**config.mk**
```make
export PLATFORM = sky130hd
export DESIGN_NAME = ntt_pass_sequencer
export DESIGN_NICKNAME = d
export VERILOG_FILES = /design/src/rtl/ntt_pass_sequencer.sv
export SDC_FILE = /design/constraint.sdc
export NUM_CORES = 1
export LEC_CHECK = 0
export ABC_AREA = 1
export CORE_MARGIN = 3
export CORE_UTILIZATION = 56
export DETAILED_ROUTE_END_ITERATION = 16
export GPL_TIMING_DRIVEN = 0
export PLACE_DENSITY_LB_ADDON = 0.12
export SYNTH_ARGS = -nofsm -noshare
export SYNTH_HDL_FRONTEND = slang
export SYNTH_SLANG_ARGS = --single-unit
```
**constraint.sdc**
```tcl
create_clock -name clk -period 4 [get_ports clk]
set_input_delay 0.8 -clock clk [delete_from_list [all_inputs] [get_ports clk]]
set_output_delay 0.8 -clock clk [all_outputs]
set_load 0.01 [all_outputs]
```
**src/rtl/ntt_pass_sequencer.sv**
```systemverilog
// ntt_pass_sequencer: address and control sequencer for one (i)NTT pass over
// the E-lane butterfly datapath. Issues read beats, twiddle base addresses and
// stage skip controls, and turns a fixed-latency valid pipeline into writes.
module ntt_pass_sequencer #(
  parameter int LOG_N    = 12,
  parameter int LOG_E    = 3,
  parameter int RD_LAT   = 2,
  parameter int PIPE_LAT = 12,
  localparam int AW  = LOG_N - LOG_E,
  localparam int TW  = AW + 1,
  localparam int LVW = $clog2(LOG_E + 1),
  localparam int LNW = $clog2(LOG_N)
) (
  input  logic           clk,
  input  logic           rstn,
  input  logic           start,
  input  logic           abort,
  input  logic           mode,
  input  logic [LVW-1:0] levels,
  input  logic [LNW-1:0] base_level,
  input  logic [LNW-1:0] diff_logn,
  input  logic           stall,
  output logic           busy,
  output logic           done,
  output logic           cfg_err,
  output logic           rd_en,
  output logic [AW-1:0]  rd_addr,
  output logic [TW-1:0]  tw_addr,
  output logic           dp_valid,
  output logic [TW-1:0]  dp_tw_addr,
  output logic [LOG_E-1:0] skip_mask,
  output logic           wr_en,
  output logic [AW-1:0]  wr_addr
);

  localparam int DEPTH = RD_LAT + PIPE_LAT;
  localparam int GW    = $clog2(AW + 1);
  localparam logic [AW-1:0] AW_ONE = {{(AW-1){1'b0}}, 1'b1};
  localparam logic [TW-1:0] TW_ONE = {{(TW-1){1'b0}}, 1'b1};

  typedef enum logic [1:0] {
    ST_IDLE  = 2'd0,
    ST_LOAD  = 2'd1,
    ST_DRAIN = 2'd2
  } state_t;

  state_t            state_r, state_next_s;
  logic              mode_r;
  logic [LNW-1:0]    base_r;
  logic [GW-1:0]     gap_r;
  logic [AW-1:0]     last_idx_r;
  logic [AW-1:0]     load_idx_r, store_idx_r;
  logic [DEPTH-1:0]  vpipe_r;
  logic [TW-1:0]     tw_pipe_r [RD_LAT];
  logic [LOG_E-1:0]  skip_r;
  logic              done_r, cfg_err_r, busy_r;

  logic [31:0]       lev_ext_s, base_ext_s, diff_ext_s, log2m_s;
  logic              cfg_bad_s, accept_s, last_wr_s;
  logic [AW-1:0]     last_s, chunk_s;
  logic [GW-1:0]     gap_s;
  logic [LOG_E-1:0]  skip_s;
  logic [TW-1:0]     tw_one_s, tw_addr_s;
  logic              rd_en_s;

  // Validate the requested configuration and derive beat count / gap bits.
  always_comb begin
    lev_ext_s  = {{(32-LVW){1'b0}}, levels};
    base_ext_s = {{(32-LNW){1'b0}}, base_level};
    diff_ext_s = {{(32-LNW){1'b0}}, diff_logn};
    log2m_s    = AW - diff_ext_s;
    cfg_bad_s  = (lev_ext_s == 32'd0) || (lev_ext_s > LOG_E) ||
                 (diff_ext_s > AW) || (base_ext_s > log2m_s);
    last_s     = AW'((32'd1 << log2m_s) - 32'd1);
    gap_s      = GW'(log2m_s - base_ext_s);
    for (int i = 0; i < LOG_E; i++) begin
      if (mode) begin
        skip_s[i] = (i < (LOG_E - lev_ext_s));
      end else begin
        skip_s[i] = (i >= lev_ext_s);
      end
    end
    accept_s  = (state_r == ST_IDLE) && start && !abort && !cfg_bad_s;
    last_wr_s = vpipe_r[DEPTH-1] && (store_idx_r == last_idx_r);
  end

  // Read request and twiddle base address, aligned with the issued beat.
  always_comb begin
    rd_en_s  = (state_r == ST_LOAD) && !stall;
    chunk_s  = load_idx_r >> gap_r;
    tw_one_s = TW_ONE << base_r;
    if (!rd_en_s) begin
      tw_addr_s = {TW{1'b0}};
    end else if (mode_r) begin
      tw_addr_s = (tw_one_s << 1) - TW_ONE - {1'b0, chunk_s};
    end else begin
      tw_addr_s = tw_one_s + {1'b0, chunk_s};
    end
  end

  // Next-state decode; abort overrides every transition.
  always_comb begin
    state_next_s = state_r;
    case (state_r)
      ST_IDLE: begin
        if (accept_s) state_next_s = ST_LOAD;
        else          state_next_s = ST_IDLE;
      end
      ST_LOAD: begin
        if (rd_en_s && (load_idx_r == last_idx_r)) state_next_s = ST_DRAIN;
        else                                       state_next_s = ST_LOAD;
      end
      ST_DRAIN: begin
        if (last_wr_s) state_next_s = ST_IDLE;
        else           state_next_s = ST_DRAIN;
      end
      default: state_next_s = ST_IDLE;
    endcase
    if (abort) begin
      state_next_s = ST_IDLE;
    end else begin
      state_next_s = state_next_s;
    end
  end

  // State register.
  always_ff @(posedge clk or negedge rstn) begin
    if (!rstn) state_r <= ST_IDLE;
    else       state_r <= state_next_s;
  end

  // Configuration latch, beat indexes, valid/twiddle pipelines and pulses.
  always_ff @(posedge clk or negedge rstn) begin
    if (!rstn) begin
      mode_r      <= 1'b0;
      base_r      <= {LNW{1'b0}};
      gap_r       <= {GW{1'b0}};
      last_idx_r  <= {AW{1'b0}};
      load_idx_r  <= {AW{1'b0}};
      store_idx_r <= {AW{1'b0}};
      vpipe_r     <= {DEPTH{1'b0}};
      for (int i = 0; i < RD_LAT; i++) tw_pipe_r[i] <= {TW{1'b0}};
      skip_r      <= {LOG_E{1'b0}};
      done_r      <= 1'b0;
      cfg_err_r   <= 1'b0;
      busy_r      <= 1'b0;
    end else if (abort) begin
      load_idx_r  <= {AW{1'b0}};
      store_idx_r <= {AW{1'b0}};
      vpipe_r     <= {DEPTH{1'b0}};
      for (int i = 0; i < RD_LAT; i++) tw_pipe_r[i] <= {TW{1'b0}};
      done_r      <= 1'b0;
      cfg_err_r   <= 1'b0;
      busy_r      <= 1'b0;
    end else begin
      busy_r    <= (state_next_s != ST_IDLE);
      cfg_err_r <= (state_r == ST_IDLE) && start && cfg_bad_s;
      done_r    <= (state_r == ST_DRAIN) && last_wr_s;
      vpipe_r   <= {vpipe_r[DEPTH-2:0], rd_en_s};
      tw_pipe_r[0] <= tw_addr_s;
      for (int i = 1; i < RD_LAT; i++) tw_pipe_r[i] <= tw_pipe_r[i-1];
      if (accept_s) begin
        mode_r      <= mode;
        base_r      <= base_level;
        gap_r       <= gap_s;
        last_idx_r  <= last_s;
        skip_r      <= skip_s;
        load_idx_r  <= {AW{1'b0}};
        store_idx_r <= {AW{1'b0}};
      end else begin
        // Indexes saturate at M-1 so they never wrap inside a pass.
        if (rd_en_s && (load_idx_r != last_idx_r)) load_idx_r <= load_idx_r + AW_ONE;
        else                                        load_idx_r <= load_idx_r;
        if (vpipe_r[DEPTH-1] && (store_idx_r != last_idx_r)) store_idx_r <= store_idx_r + AW_ONE;
        else                                                  store_idx_r <= store_idx_r;
      end
    end
  end

  assign busy       = busy_r;
  assign done       = done_r;
  assign cfg_err    = cfg_err_r;
  assign rd_en      = rd_en_s;
  assign rd_addr    = load_idx_r;
  assign tw_addr    = tw_addr_s;
  assign dp_valid   = vpipe_r[RD_LAT-1];
  assign dp_tw_addr = tw_pipe_r[RD_LAT-1];
  assign skip_mask  = skip_r;
  assign wr_en      = vpipe_r[DEPTH-1];
  assign wr_addr    = store_idx_r;

endmodule

```
Word-level counts from Yosys, hierarchy flattened

Cells that the tools add are included.
Widths: inputs -> output; s select.

Flip-flop bits (word level): 78
Bits in latches: 0
RAM bits: 0
ROM bits: 0
Input bits: 16
Output and inout bits: 47
Memories kept: 0

Add/sub/neg operators: 9
Multipliers: 0
Divide/modulo/power cells: 0
Magnitude comparators: 8
Equality and inequality tests: 6
Shifts and indexed selects: 3
Mux-type cells: 21
Bitwise logic cells: 1
Reductions and logical operators: 21

Operators with widths:

| cell                  | number |
|---|---|
| $lt 1x32->1 const A   | 2 |
| $mux 9                | 6 |
| $gt 4x32->1           | 1 |
| $lt 2x32->1 const A   | 1 |
| $shl 1x32->9 const A  | 1 |
| $mux 10               | 2 |
| $mux 20               | 1 |
| $add 9x1->9 const B   | 2 |
| $eq 9x9->1            | 2 |
| $ne 9x9->1            | 2 |
| $mux 14               | 1 |
| $add 10x9->10         | 1 |
| $logic_and 1x1->1     | 10 |
| $shl 1x4->10 const A  | 1 |
| $sub 10x1->10 const B | 1 |
| $sub 10x9->10         | 1 |
| $shr 9x4->9           | 1 |
| $sub 9x1->9 const B   | 1 |
| $mux 1                | 7 |
| $mux 2                | 3 |
| $pmux 2 s3            | 1 |
| $reduce_bool 3->1     | 2 |
| $sub 4x4->5 const A   | 1 |
| $ge 1x2->1 const A    | 2 |
| other kinds (12)      | 16 |

Longest topological paths before layout

Gate-level depths: netlist (run 1).

Depth in word-level cells: 10
Depth in mapped cells: 18

Worst setup path after synthesis (run 1)

No wires, ideal clock.

Kind: register -> output
Start point: register gap_r[3]
End point: output tw_addr[4]
Arrival time: 2435 ps
Data required time: 3200 ps
Setup slack: 765 ps
Cell stages (with the launch flop): 14
Buffers on the path: 0
Cell sequence: dfrtp_1 nor2_1 inv_1 o211ai_1 ha_1 inv_1 fa_1 nor2_1 nor2_1 a21boi_2 nor2_1 nor3_1 a31oi_1 nor2_1

Cells in the longest elaborated chain, start to end: 4

Ends and longest elaborated chain:

| what                                                  | RTL line | text |
|---|---|---|
| start: declaration                                    | 50       | `logic [GW-1:0] gap_r;` |
| start signal: assignment                              | 137      | `gap_r <= {GW{1'b0}};` |
| start signal: assignment                              | 165      | `gap_r <= gap_s;` |
| $shr 9x4->9 (*)                                       | 90       | `chunk_s = load_idx_r >> gap_r;` |
| $add 10x9->10 / $sub 10x9->10 (equally long branches) | 97, 95   |  |
| $mux 10 (*)                                           | 94       | `end else if (mode_r) begin` |
| $mux 10 (*)                                           | 92       | `if (!rd_en_s) begin` |
| end: declaration                                      | 28       | `output logic [TW-1:0] tw_addr,` |

Mark *: on every way between the ends. The rest lies on a longest branch, timed or not.

Final worst setup path (run 1)

Start point: register gap_r[0]
End point: output tw_addr[8]

Same word-level chain as after synthesis.

==> metrics.txt, run 1 <==
Req. time, crit path=3200 ps; drt wl/cell=14.1 um; Post-synth top cells=nand2_1, inv_1, nor2_1; root buf cell=clkbuf_8; Cell Area, Synth=4970 um^2; DR vias/cell=5.33; #FFs+latches synth=78; run status=finished, violations left; Remaining DRCs=0; Net Sw Power=1.06 mW; CTS Buf Count=9; hold_ws=369 ps; endpoint type of the worst setup path=primary output; clk_lat worst skew=360 ps; Core Area=8420 um^2; vias in the first global route=4317; ANT cells=0; syn_nets=706; failing checks=negative setup slack; Port Buffers=61; Max Root-Sink Buffers=2; Max Freq=0.242 GHz; Routed Wire Length=12100 um; Reg clk slew, reported paths=100 ps; Avg Inst Size Synth=7.50 um^2; Placer Congestion=0.922; I/O pin count=63; clock network power share=23.2%; async set-or-reset flop fraction in the synthesized netlist=100%; Pint=1.51 mW; crit path max fanout=6; Seq pwr share=36.6%; leading area contributor after synthesis=dfrtp_1; Final ANT Viol Nets=0; switching share of power=41.3%; worst rel slew slack=48.5%; TNS Setup=-212 ps; period utilisation layout=103%; Comb pwr share=40.2%; sequential fraction of the synthesis area=39.3%; crit path launch type=flop; Worst Path Arrival=3340 ps; Leak=3.02 nW; post-synth top area share=39.3%; worst-margin pin slew=768 ps; most common flop cell mapped by yosys=dfrtp_1; Die Footprint=10000 um^2; fin crit period=4140 ps; synth unique cells=42; Tot Pwr=2.57 mW; # fillers=678; final hold violations=0; Post-synth EDFFs=0; final setup violation count=3; maximum vdd ir drop=0.272 mV; initial core utilization=59.0%; nets=793; Yosys Warn Count=0; via count=4583; final worst slack=-139 ps; Final Max Slew Viols=0; post-detail-place hpwl=9140 um; Synth Instances=663; Crit Path Category=reg -> out; row count=33; share of post-route cells with drive strength above 1=15.6%; R2R depth=20; top-count cell post-synth=nand2_1; die height=100 um; MaxCap Viol Count=0; Initial DRT Pass Iterations=6; Final Skew=14.2 ps; top post-synthesis cells by area=dfrtp_1, nand2_1, inv_1; Total GRT Usage=25.2%; synth-to-layout area growth=23.9%; clock tree from TritonCTS=yes; largest net degree at the start of global routing=44; DRT iter0 DRCs=344; die width=100 um; H-tree depth=3; HP Class=in -> async; initial antenna violation count=0; first-pass GRT wire length=20300 um; remaining global-route overflow=0; RSZ-0062 raised after global routing=true; PD cells=417 nW/um^2; Sink Count=78; hold buffers post-CTS=0
## flip-flops by register name, indices dropped and copies added (netlist names), 3 cells and up
signal      cells
gap_r           4
wr_addr         9
base_r          4
last_idx_r      9
tw_pipe_r      10
rd_addr         9
vpipe_r        14
dp_tw_addr     10
skip_mask       3
## repair_timing
action / in CTS / in global routing
setup buffers: 8 / 6
gates resized for setup: 33 / 35
pin swaps: 9 / 14
setup endpoints to repair: 8 / 8
## power by group through the flow
stage	Combinational (mW)	Sequential (mW)	Clock, mW
3_5_place_dp	0.898	0.951	0
2_1_floorplan	0.671	0.935	0
3_3_place_gp	0.876	0.949	0
5_1_grt	1.17	0.952	0.639
6_report	1.03	0.940	0.596
4_1_cts	0.949	0.936	0.609
## path summary, 6_finish.rpt
kind,start,end,slack (ps)
worst max-delay path,gap_r[0],tw_addr[8],-140
worst min-delay path,rstn,vpipe_r[7],370
worst max register to register,gap_r[0],tw_pipe_r[18],1050
worst min register to register,tw_pipe_r[16],dp_tw_addr[6],460
max in group asynchronous,rstn,rd_addr[1],3050
min in group clk,tw_pipe_r[16],dp_tw_addr[6],460
## placed cells by master (no fill, tap or decap), drive strengths merged, types with 24 or more instances in the layout
cell type,n
buf,34
nand3,61
nor2,84
nand2,132
ha,24
clkdlybuf4s50,51
inv,112
dfrtp,78
a21oi,27
o21ai,42
## metal layers
metal  track usage, %  vias up  routed length (um)
met1             36.2     2104                5560
met4             9.02        0                 295
met3             3.75       31                 685
met5                0        -                   0
li1                 -     2291                   -
met2             38.8      157                5560
## final cells by class
type,count,area [um^2],area share (%)
tap,105,131,2.13
clock inverter,7,75.1,1.22
buffer,22,135,2.19
inverter,109,412,6.68
multi-input combinational,454,2610,42.4
clock buffer,9,124,2.01
sequential,78,1950,31.7
timing repair buffer,76,719,11.7
## critical path, stage by stage (launching register included)
cell and delay, ps:
dfrtp_1 400, buf_6 140, buf_6 110, o21ai_2 70
nand2_1 70, o21ai_1 60, o211ai_1 290, ha_2 250
inv_2 40, fa_2 380, nor2_4 130, nor2_2 60
a21boi_2 160, buf_4 150, buf_6 90, nand2_4 50
nand2_2 70, nand2_2 50, nand3_2 90, nand3_2 100
inv_1 80, buf_2 130
## cell families after synthesis
group                      synth area share, %
and+or+nand+nor                           29.3
buffers and inverters                     11.0
AOI/OAI and AO/OA                         9.49
DFF                                       39.3
adders and majority gates                 7.25
xor gates and xnor gates                  3.70
## per-stage QoR
| step | area, um^2 | cells | utilization [%] | worst slack [ps] |
|---|---|---|---|---|
| after CTS | 6030 | 854 | 71.6 | -3.16 |
| after global routing | 6160 | 860 | 73.1 | -296 |
| after detailed placement | 5730 | 830 | 68.0 | -171 |
| final | 6160 | 860 | 73.1 | -139 |
| after floorplan | 4970 | 663 | - | 765 |
| after global placement | 5710 | 829 | 67.8 | -427 |
(Power assumes the default switching activity.)
==> run 2: changes to the inputs <==
Settings changed: GPL_TIMING_DRIVEN 0 to unset.
==> run 2 against run 1 <==
The run still ends with negative setup slack left. Total power is 3.4% higher. Global-route usage is 0.44 points higher. Clock skew is 1.3 ps higher. Routed wire length is 3.0% higher. Clock power is 3% higher. Maximum frequency is 3.1% higher. Critical path type unchanged. Largest cell class unchanged.
==> metrics.txt, run 2 (synthesized netlist as in run 1, its figures left out) <==
worst-margin pin slew=962 ps; clk_lat worst skew=350 ps; remaining global-route overflow=0; PD cells=426 nW/um^2; nets=796; Crit Path Category=reg -> out; TNS Setup=-14.5 ps; HP Class=reg -> reg; Reg clk slew, reported paths=80 ps; Worst Path Arrival=3210 ps; Final Max Slew Viols=0; drt wl/cell=14.4 um; CTS Buf Count=9; Port Buffers=62; crit path launch type=flop; r2r setup slk=1120 ps; Total GRT Usage=25.6%; via count=4621; worst rel slew slack=35.9%; commonest non-fill, non-tap cell in the layout=nand2_1; initial antenna violation count=0; Final Instance Area=6230 um^2; Place WS=-56.4 ps; vias in the first global route=4415; Placer Congestion=0.974; worst setup path endpoint=tw_addr[4]; Top reg by flops=vpipe_r; DRT iter0 DRCs=399; Core Area=8420 um^2; Initial DRT Pass Iterations=5; Routed Wire Length=12500 um; period utilisation layout=100%; RSZ-0062 raised after global routing=true; most frequent cells in the layout=nand2_1, inv_1, nor2_1, dfrtp_1, clkdlybuf4s50_1; Worst path slowest cell=dfrtp_2; R2R depth=19; fin crit period=4010 ps; Sink Count=78; MaxCap Viol Count=0; hold buffers post-CTS=0; Setup crit start=gap_r[0]; Final Skew=15.6 ps; RR Startpoint=gap_r[0]; max FFs per register=14; largest net degree at the start of global routing=79; clock tree from TritonCTS=yes; I/O pin count=63; placed inst area=5760 um^2; share of post-route cells with drive strength above 1=17.3%; ANT cells=0; row count=33; ordered cell list for the critical path=buf_6, nand2_1, nand3_2, nand3_1, o211ai_1, ha_2, inv_2, fa_2, nor2_4, nor2_2, a21boi_2, buf_4, and2_4, nor3_2, a31oi_2, nor2_1, buf_2; run status=finished, violations left; Remaining DRCs=0; final worst slack=-14.5 ps; Worst path max stage delay=470 ps; post-detail-place hpwl=9240 um; final setup violation count=1; first-pass GRT wire length=20900 um; die width=100 um; Max Root-Sink Buffers=2; DR vias/cell=5.35; root buf cell=clkbuf_8; Leak=3.02 nW; crit path max fanout=6; die height=100 um; failing checks=negative setup slack; final hold violations=0; Req. time, crit path=3200 ps; synth-to-layout area growth=25.3%; initial core utilization=59.0%; Max Freq=0.249 GHz; H-tree depth=3; endpoint type of the worst setup path=primary output; Die Footprint=10000 um^2; maximum vdd ir drop=0.235 mV; Final ANT Viol Nets=0; Reg-to-Reg End=tw_pipe_r[18]
## run 2: changes by cell type in the layout (fill, tap and decap cells not counted), moves of 2 or more
cell,change
clkdlybuf4s50_1,+2
buf_2,-4
inv_8,-2
buf_4,+13
clkbuf_1,-7
## run 2: repair_timing
| item | CTS | global route |
|---|---|---|
| pin swaps | 6 | 14 |
| buffers inserted | 10 | 6 |
| endpoints found under the hold margin | 0 | 0 |
| gates resized for setup | 23 | 47 |
| endpoints found under the setup margin | 9 | 8 |
## run 2: where the power goes
group          internal, mW  switching, mW
combinational         0.431          0.643
clock                 0.297          0.318
sequential            0.864          0.103
total                  1.59           1.06
## run 2: area by class of cell
class	instances	area, um^2
Multi-Input combinational cell	454	2620
Fill cell	664	2190
Inverter	109	414
Sequential cell	78	1960
Tap cell	105	131
Clock inverter	7	80.1
Timing Repair Buffer	101	910
Clock buffer	9	124
## run 2: worst max-delay path, delay by kind of cell (launching register included)
kind	cells	cell delay (ps)
DFF	1	470
buffers and inverters	4	450
and+or+nand+nor	8	720
AOI/OAI and AO/OA	3	530
adders and majority gates	2	680
## run 2: worst min-delay path by stage
stage / start / to / slack [ps] / depth (start not counted)
2_1_floorplan: state_r[0] / done / 430 / 1
3_3_place_gp: tw_pipe_r[15] / dp_tw_addr[5] / 440 / 2
3_5_place_dp: tw_pipe_r[10] / dp_tw_addr[0] / 440 / 2
4_1_cts: tw_pipe_r[10] / dp_tw_addr[0] / 460 / 2
5_1_grt: tw_pipe_r[18] / dp_tw_addr[8] / 480 / 2
6_report: tw_pipe_r[10] / dp_tw_addr[0] / 460 / 2
## run 2: metal layers
| layer | part of all wire, % | routed length (um) | GRT usage [%] |
|---|---|---|---|
| met5 | 0 | 0 | 0 |
| met4 | 1.6 | 201 | 5.80 |
| met3 | 6.7 | 832 | 4.38 |
| met2 | 46 | 5730 | 40.9 |
| met1 | 46 | 5690 | 36.7 |
## run 2: through the flow
stage | hold slack, ps | power (mW) | utilization, % | instances
3_5_place_dp | 444 | 1.91 | 68.4 | 831
5_1_grt | 479 | 2.85 | 74.0 | 863
2_1_floorplan | 430 | 1.61 | - | 663
6_report | 460 | 2.66 | 74.0 | 863
3_3_place_gp | 435 | 1.89 | 68.4 | 831
4_1_cts | 465 | 2.58 | 71.9 | 857
